$ cat config.mk
export PLATFORM = sky130hd
export DESIGN_NAME = num_scan_drv
export DESIGN_NICKNAME = d
export VERILOG_FILES = /design/src/rtl/num_scan_drv.sv
export SDC_FILE = /design/constraint.sdc
export NUM_CORES = 1
export LEC_CHECK = 0
export ABC_AREA = 1
export BUFFER_PORTS_ARGS = -buffer_cell sky130_fd_sc_hd__buf_2
export CAP_MARGIN = 10
export CORE_MARGIN = 2
export CORE_UTILIZATION = 52
export DETAILED_ROUTE_END_ITERATION = 10
export PLACE_DENSITY = 0.76
export SYNTH_ARGS = -nofsm -noshare
export SYNTH_HDL_FRONTEND = slang
export SYNTH_SLANG_ARGS = --single-unit
$ cat constraint.sdc
create_clock -name clk_div8M -period 1.8 [get_ports clk_div8M]
set_input_delay 0.27 -clock clk_div8M [delete_from_list [all_inputs] [get_ports clk_div8M]]
set_output_delay 0.27 -clock clk_div8M [all_outputs]
set_load 0.02 [all_outputs]
$ cat src/rtl/num_scan_drv.sv
// num_scan_drv: multiplexed 8-digit seven-segment scan driver.
// A prescaler steps a digit index through 0..7; one digit is lit per slot.
// New display data is staged in pending registers and only becomes active at
// the end of a full scan, so a frame never shows a mix of old and new data.
// Optional build macro NUM_SCAN_HEX_EN: decode nibbles A-F as hex glyphs
// (A,b,C,d,E,F); without it they show a single dash (segment g).
module num_scan_drv #(
  parameter int unsigned SCAN_DIV = 8000
) (
  input  logic        clk_div8M,
  input  logic        rstn,
  input  logic        load,
  input  logic [31:0] value,
  input  logic [7:0]  dp_mask,
  input  logic        blank_en,
  input  logic [7:0]  digit_en,
  output logic [7:0]  num_csn,
  output logic        num_a,
  output logic        num_b,
  output logic        num_c,
  output logic        num_d,
  output logic        num_e,
  output logic        num_f,
  output logic        num_g,
  output logic        num_dp,
  output logic        frame_done,
  output logic        upd_done
);

  localparam logic [15:0] DIV_LAST = 16'(SCAN_DIV - 1);

  // Segment vector {a,b,c,d,e,f,g,dp} for one nibble, dp left clear.
  function automatic logic [7:0] seg_decode(input logic [3:0] nib);
    logic [7:0] s;
    case (nib)
      4'h0: s = 8'hfc;
      4'h1: s = 8'h60;
      4'h2: s = 8'hda;
      4'h3: s = 8'hf2;
      4'h4: s = 8'h66;
      4'h5: s = 8'hb6;
      4'h6: s = 8'hbe;
      4'h7: s = 8'he0;
      4'h8: s = 8'hfe;
      4'h9: s = 8'hf6;
`ifdef NUM_SCAN_HEX_EN
      4'ha: s = 8'hee;
      4'hb: s = 8'h3e;
      4'hc: s = 8'h9c;
      4'hd: s = 8'h7a;
      4'he: s = 8'h9e;
      default: s = 8'h8e;
`else
      default: s = 8'h02;
`endif
    endcase
    return s;
  endfunction

  // Position of the most significant nonzero nibble; 0 when the value is 0,
  // which keeps digit 0 always visible under leading-zero blanking.
  function automatic logic [2:0] top_digit(input logic [31:0] v);
    logic [2:0] t;
    t = 3'd0;
    for (int i = 0; i < 8; i++) begin
      if (v[4*i +: 4] != 4'h0) t = 3'(i);
    end
    return t;
  endfunction

  logic [15:0] div_cnt;
  logic        tick;
  logic        wrap;
  logic [2:0]  idx;

  logic [31:0] pend_val;
  logic [7:0]  pend_dp;
  logic        pend;
  logic [31:0] act_val;
  logic [7:0]  act_dp;

  logic [3:0]  nib_p0;
  logic        blank_p0;
  logic [7:0]  csn_p0;
  logic [7:0]  seg_p0;

  logic [7:0]  csn_p1;
  logic [7:0]  seg_p1;
  logic        frame_p1;
  logic        upd_p1;

  assign tick = (div_cnt == DIV_LAST);
  assign wrap = tick && (idx == 3'd7);

  // Prescaler: counts 0..SCAN_DIV-1, tick on the last count.
  always_ff @(posedge clk_div8M or negedge rstn) begin
    if (!rstn)     div_cnt <= 16'd0;
    else if (tick) div_cnt <= 16'd0;
    else           div_cnt <= div_cnt + 16'd1;
  end

  // Digit index advances once per slot, wrapping 7 -> 0 naturally.
  always_ff @(posedge clk_div8M or negedge rstn) begin
    if (!rstn)     idx <= 3'd0;
    else if (tick) idx <= idx + 3'd1;
  end

  // Pending/active data: transfer only at frame wrap; a coincident load
  // refills pending after the old pending content has moved to active.
  always_ff @(posedge clk_div8M or negedge rstn) begin
    if (!rstn) begin
      pend_val <= 32'd0;
      pend_dp  <= 8'd0;
      pend     <= 1'b0;
      act_val  <= 32'd0;
      act_dp   <= 8'd0;
    end else begin
      if (wrap && pend) begin
        act_val <= pend_val;
        act_dp  <= pend_dp;
      end
      if (load) begin
        pend_val <= value;
        pend_dp  <= dp_mask;
        pend     <= 1'b1;
      end else if (wrap) begin
        pend     <= 1'b0;
      end
    end
  end

  // ---- p0: select, decode and blank the current digit ----
  // Builds the select and segment pattern for the digit at idx.
  always_comb begin
    nib_p0   = 4'(act_val >> {idx, 2'b00});
    blank_p0 = blank_en && (idx > top_digit(act_val));
    csn_p0   = 8'hff;
    seg_p0   = 8'h00;
    if (digit_en[idx]) begin
      csn_p0    = ~(8'h01 << idx);
      seg_p0    = blank_p0 ? 8'h00 : seg_decode(nib_p0);
      seg_p0[0] = act_dp[idx];
    end
  end

  // ---- p1: registered outputs ----
  // Output register so selects and segments change on the same edge.
  always_ff @(posedge clk_div8M or negedge rstn) begin
    if (!rstn) begin
      csn_p1   <= 8'hff;
      seg_p1   <= 8'h00;
      frame_p1 <= 1'b0;
      upd_p1   <= 1'b0;
    end else begin
      csn_p1   <= csn_p0;
      seg_p1   <= seg_p0;
      frame_p1 <= wrap;
      upd_p1   <= wrap && pend;
    end
  end

  assign num_csn    = csn_p1;
  assign num_a      = seg_p1[7];
  assign num_b      = seg_p1[6];
  assign num_c      = seg_p1[5];
  assign num_d      = seg_p1[4];
  assign num_e      = seg_p1[3];
  assign num_f      = seg_p1[2];
  assign num_g      = seg_p1[1];
  assign num_dp     = seg_p1[0];
  assign frame_done = frame_p1;
  assign upd_done   = upd_p1;

endmodule

Word-level counts from Yosys, hierarchy flattened
Memory sizes are Yosys's and may differ from the RTL's.
Cells that the tools add are included.
Storage, ports and cells
  register bits after elaboration: 118
  ROM bits: 112
  input bits: 52
  word-level logic and storage cells: 49
  memories kept: 1
Cells by class
  add/subtract/negate cells: 2
  order comparisons: 2
  equality and inequality tests: 2
  shift-type cells: 2
  mux-type cells: 17
  bitwise gates (word level): 1
  reductions and logical operators: 11
Memory list
  (name not given): words 16, bits a word 7, rd ports 1, clocked after memory_dff 0, write ports 0, line 35  | case (nib)
Operators with widths (number)
  $shr A32 B5 Y4: 1
  $reduce_bool A4 Y1: 7
  $mux W8: 3
  $mux W3: 6
  $add A16 B1 Y16 const B: 1
  $eq A16 B13 Y1 const B: 1
  $mux W16: 1
  $not A8 Y8: 1
  $shl A1 B3 Y8 const A: 1
  $bmux W1 S3: 2
  $mux W1: 5
  $lt A3 B4 Y1 const B: 1
  $add A3 B1 Y3 const B: 1
  $eq A3 B3 Y1 const B: 1
  $gt A3 B3 Y1: 1
  $logic_and A1 B1 Y1: 3
  $reduce_bool A2 Y1: 1

Depth between registers and ports, before layout
  depth after elaboration: 12
  depth in mapped cells: 15

Worst setup path before layout
Ideal clock, no wire load.
  path type: reg2reg
  from: register idx[0]
  to: register seg_p1[4]
  library setup time: 0.121 ns
  arrival: 1.836 ns
  required time: 1.679 ns
  setup slack: -0.158 ns
  stages on the path, launching flop included: 15
  path buffers: 3
  clock period less this slack: 1.958 ns
  cells stage by stage: dfrtp_1 -> buf_4 -> inv_2 -> buf_6 -> buf_2 -> nor2_1 -> o21ai_0 -> nand2_1 -> nand2_1 -> inv_1 -> ha_1 -> inv_1 -> nor2_1 -> nor2_1 -> nor2_1
Between the ends
  longest elaborated chain between the ends: 4
  elaborated cells on any way between the ends: 8
  those cells by class: 1 x order compare; 1 x shift; 4 x mux; 1 x reduce/logical; 1 x memory
RTL lines
  start: declaration: line 74  | logic [2:0] idx;
  start signal: assignment: line 105  | else if (tick) idx <= idx + 3'd1;
  $shr A32 B5 Y4 / $gt A3 B3 Y1 (equally long branches): line 135, 136
  $mem_v2 Z16 W7 / $logic_and A1 B1 Y1 (equally long branches)
  $mux W8: line 141  | seg_p0 = blank_p0 ? 8'h00 : seg_decode(nib_p0);
  $mux W8 *: line 139  | if (digit_en[idx]) begin
  net seg_p0[4]: line 85  | logic [7:0] seg_p0;
  end signal: assignment: line 156  | seg_p1 <= seg_p0;
  end: declaration: line 88  | logic [7:0] seg_p1;
Mark *: on every way through the listed nets, which the timed path passes. The rest lies on a longest branch. The select of a mux whose other input is x is not followed.
A chain may end at the register's enable or synchronous reset.

Final worst setup path
  from: register act_val[13]
  to: register seg_p1[4]
Between the ends
  longest elaborated chain between the ends: 10
  elaborated cells on any way between the ends: 12
  those cells by class: 1 x order compare; 1 x shift; 7 x mux; 2 x reduce/logical; 1 x memory
RTL lines
  start: declaration: line 79  | logic [31:0] act_val;
  start signal: assignment: line 119  | act_val <= pend_val;
  $reduce_bool A4 Y1: line 66  | if (v[4*i +: 4] != 4'h0) t = 3'(i);
  $mux W3 (5 in a row): line 66
  $gt A3 B3 Y1: line 136  | blank_p0 = blank_en && (idx > top_digit(act_val));
  $logic_and A1 B1 Y1: line 136
  $mux W8 *: line 141
  $mux W8 *: line 139
  net seg_p0[4]: line 85
Mark *: on every way through the listed nets, which the timed path passes. The rest lies on a longest branch.

==> impl_metrics.yaml <==
placement:
  hpwl_um: 8410
  gp_congestion: 0.862
  place_ws_ns: -0.263
  placed_cells: 921
  place_area_um2: 6380
  portBuffers: 69
die:
  start_util_pct: 53.6
  fp.dieW_um: 107
  fp.coreArea_um2: 10400
  pin_count: 70
  die_height_um: 107
  row_count: 37
  dieArea_um2: 11500
power:
  totalPowerFinal_mw: 6.71
  p_per_area_nw_per_um2: 831
  peakVddDrop_mv: 0.614
  leakage_nw: 4.34
worst_setup_path:
  cp-start-kind: "flip-flop"
  timing.rr.start: "act_val[13]"
  worst-r2r-cell-count: 13
  worstSetupPathType: "flip-flop to flip-flop"
  crit_chain: "inv_1, nand3_1, a21oi_1, o21ai_0, nand2_1, nand2_1, ha_1, nand3_1, nand2_1, nor2_2, a21oi_2, nand2_2, nor2_1"
  slowest_delay_ns: 0.44
  arrival_ns: 2.51
  crit_path_frequent_cell: "nand2_1"
  critPathTopFamily: "simple AND/OR/NAND/NOR gates"
  timing.rr.end: "seg_p1[4]"
  crit_fanout: 5
  end_kind: "flip-flop"
  worst-path-buf-inv: 1
  slowest_stage: "dfrtp_1"
  r2r_setup_slack_ns: -0.24
  worstPathRequired_ns: 2.27
  crit_path_start: "act_val[13]"
routing:
  drt_iter0_drc: 342
  firstDrtPassIters: 8
  num_vias: 5222
  routedWlPerCell_um: 15.7
  vias_per_cell: 5.18
  drtAntennaViolNets: 0
  wirelength_um: 15900
  drc: 0
timing:
  max_slew.worst_pin.slew_ns: 0.407
  min_period_ns: 2.04
  hold_slack_ns: 0.195
  slew_headroom_pct: 72.8
  finalMaxSlewViolations: 0
  fin_setup_tns_ns: -5.62
  setup_slack_ns: -0.243
  fmax_ghz: 0.489
  setup_violations: 47
  hold_viol_final: 0
  fin_crit_sh_pct: 114
  rsz0062_at_grt: "yes"
  fin_worst_skew_ns: 0.0103
clocking:
  cts_root_buf: "clkbuf_8"
  clk_latency_ns: 0.54
  cts_buffer_depth: 2
  htree_levels: 4
  cts_tree: "yes"
  path_clk_slew_ns: 0.06
  clkSinkCount: 118
  cts_made_buffers: 17
layout:
  drive_gt1_share_pct: 32.0
  stdcell_count: 1008
  diodes: 0
  stdcell_area_um2: 8080
  fin_nets: 927
  post-route-util_pct: 77.9
  syn2layout_area_growth_pct: 45.4
logic_synthesis:
  synth_nets: 757
  synthesis.area_um2: 5560
  synthFlopType: "dfrtp_1"
  synth_async_sr_flop_share_pct: 100
  synthCells: 690
  ys_seq_elements: 118
  yosysSeqAreaShare_pct: 53.3
  synth_top_area_cell: "dfrtp_1"
  synth_warnings: 0
  avgSynthCellArea_um2: 8.05
  synth_most_common_cell: "nand2_1"
  synth_cell_types: 30
  synth_top_area_share_pct: 49.5
  synth_edf_count: 0
  synth_top_cells_by_count: "nand2_1, dfrtp_1, inv_1"
  yosys-top-cells-area: "dfrtp_1, nand2_1, dfstp_2"
global_routing:
  grt_max_degree: 42
  grt_pass1_vias: 4916
  antenna_found_initial: 0
  gr-total-overflow: 0
  grt_pass1_wl_um: 21700
  grt.total_usage_pct: 23.9
worst_hold_path:
  hold_path.class: "primary input to async pin"
run:
  drv_cap: 0
status:
  violations: "negative setup slack"
  status: "complete, but fails checks"
-- power by group --
part	internal, mW	switching, mW	total (mW)
sequential	2.75	0.0686	2.81
clock	2.38	1.17	3.56
combinational	0.158	0.185	0.343
-- layout by cell type, fill, tap and decap left out, types with 2 or more instances in the layout --
master           n
clkbuf_1         2
o21ai_1          2
buf_8            2
o22ai_1          2
dfstp_2          8
nand2_1        249
inv_2            2
inv_4            2
nor4_2           2
a21oi_1          9
buf_4           50
clkinv_2         2
clkbuf_8         5
xor2_1           7
buf_6            2
dfrtp_1        110
nand2_4         29
nand2_2         58
ha_1            14
a21oi_2          2
nor4_4           2
buf_2           68
o21ai_0         19
buf_12           8
nand3_1         29
nor3_1           5
nand4_1          4
inv_1           52
clkbuf_16       22
nor2_1          42
dlygate4sd3_1   41
bufinv_16        4
clkinvlp_4       2
nor2_2           3
-- flip-flops by register name, indices dropped and copies added (netlist names) --
register and count:
pend 1, div_cnt 16, upd_done 1, act_dp 8
pend_dp 8, pend_val 32, act_val 32, num_csn 8
frame_done 1, idx 3, seg_p1 8
-- how the worst max path moves through the flow --
stage	end	slack, ns	cells past startpoint
3_3_place_gp	seg_p1[4]	-0.14	10
3_5_place_dp	seg_p1[2]	-0.26	10
4_1_cts	seg_p1[2]	-0.19	10
6_report	seg_p1[4]	-0.24	13
2_1_floorplan	seg_p1[4]	-0.005	15
5_1_grt	seg_p1[4]	-0.38	11
-- per-layer routing --
layer  GRT usage, %  routed length [um]  part of all wire, %
met1           30.4                6260                   39
met4           10.2                 597                  3.8
met2           39.2                8080                   51
met3           5.99                 925                  5.8
met5              0                   0                    0
-- layout make-up --
class | count | area (um2)
Sequential cell | 118 | 2960
Inverter | 56 | 215
Tap cell | 136 | 170
Clock buffer | 23 | 477
Fill cell | 628 | 2290
Timing Repair Buffer | 177 | 1490
Clock inverter | 8 | 145
Multi-Input combinational cell | 490 | 2620
-- kinds of logic (layout without fill, tap and decap cells) --
logic type | Yosys count | after routing | share of synthesized area, %
and+or+nand+nor | 430 | 430 | 31.6
DFF | 118 | 118 | 53.3
buffers and inverters | 82 | 264 | 6.94
AOI/OAI and AO/OA | 37 | 37 | 3.49
adders and majority gates | 15 | 15 | 3.38
xor gates and xnor gates | 8 | 8 | 1.26
-- what timing repair did --
item / CTS / global route
hold endpoints to repair: 66 / 0
endpoints found under the setup margin: 7 / 53
setup buffers: 0 / 5
hold buffers: 41 / 0
gates resized for setup: 3 / 121
cloned: 0 / 10
pin swaps: 7 / 33
(Power assumes the default switching activity.)
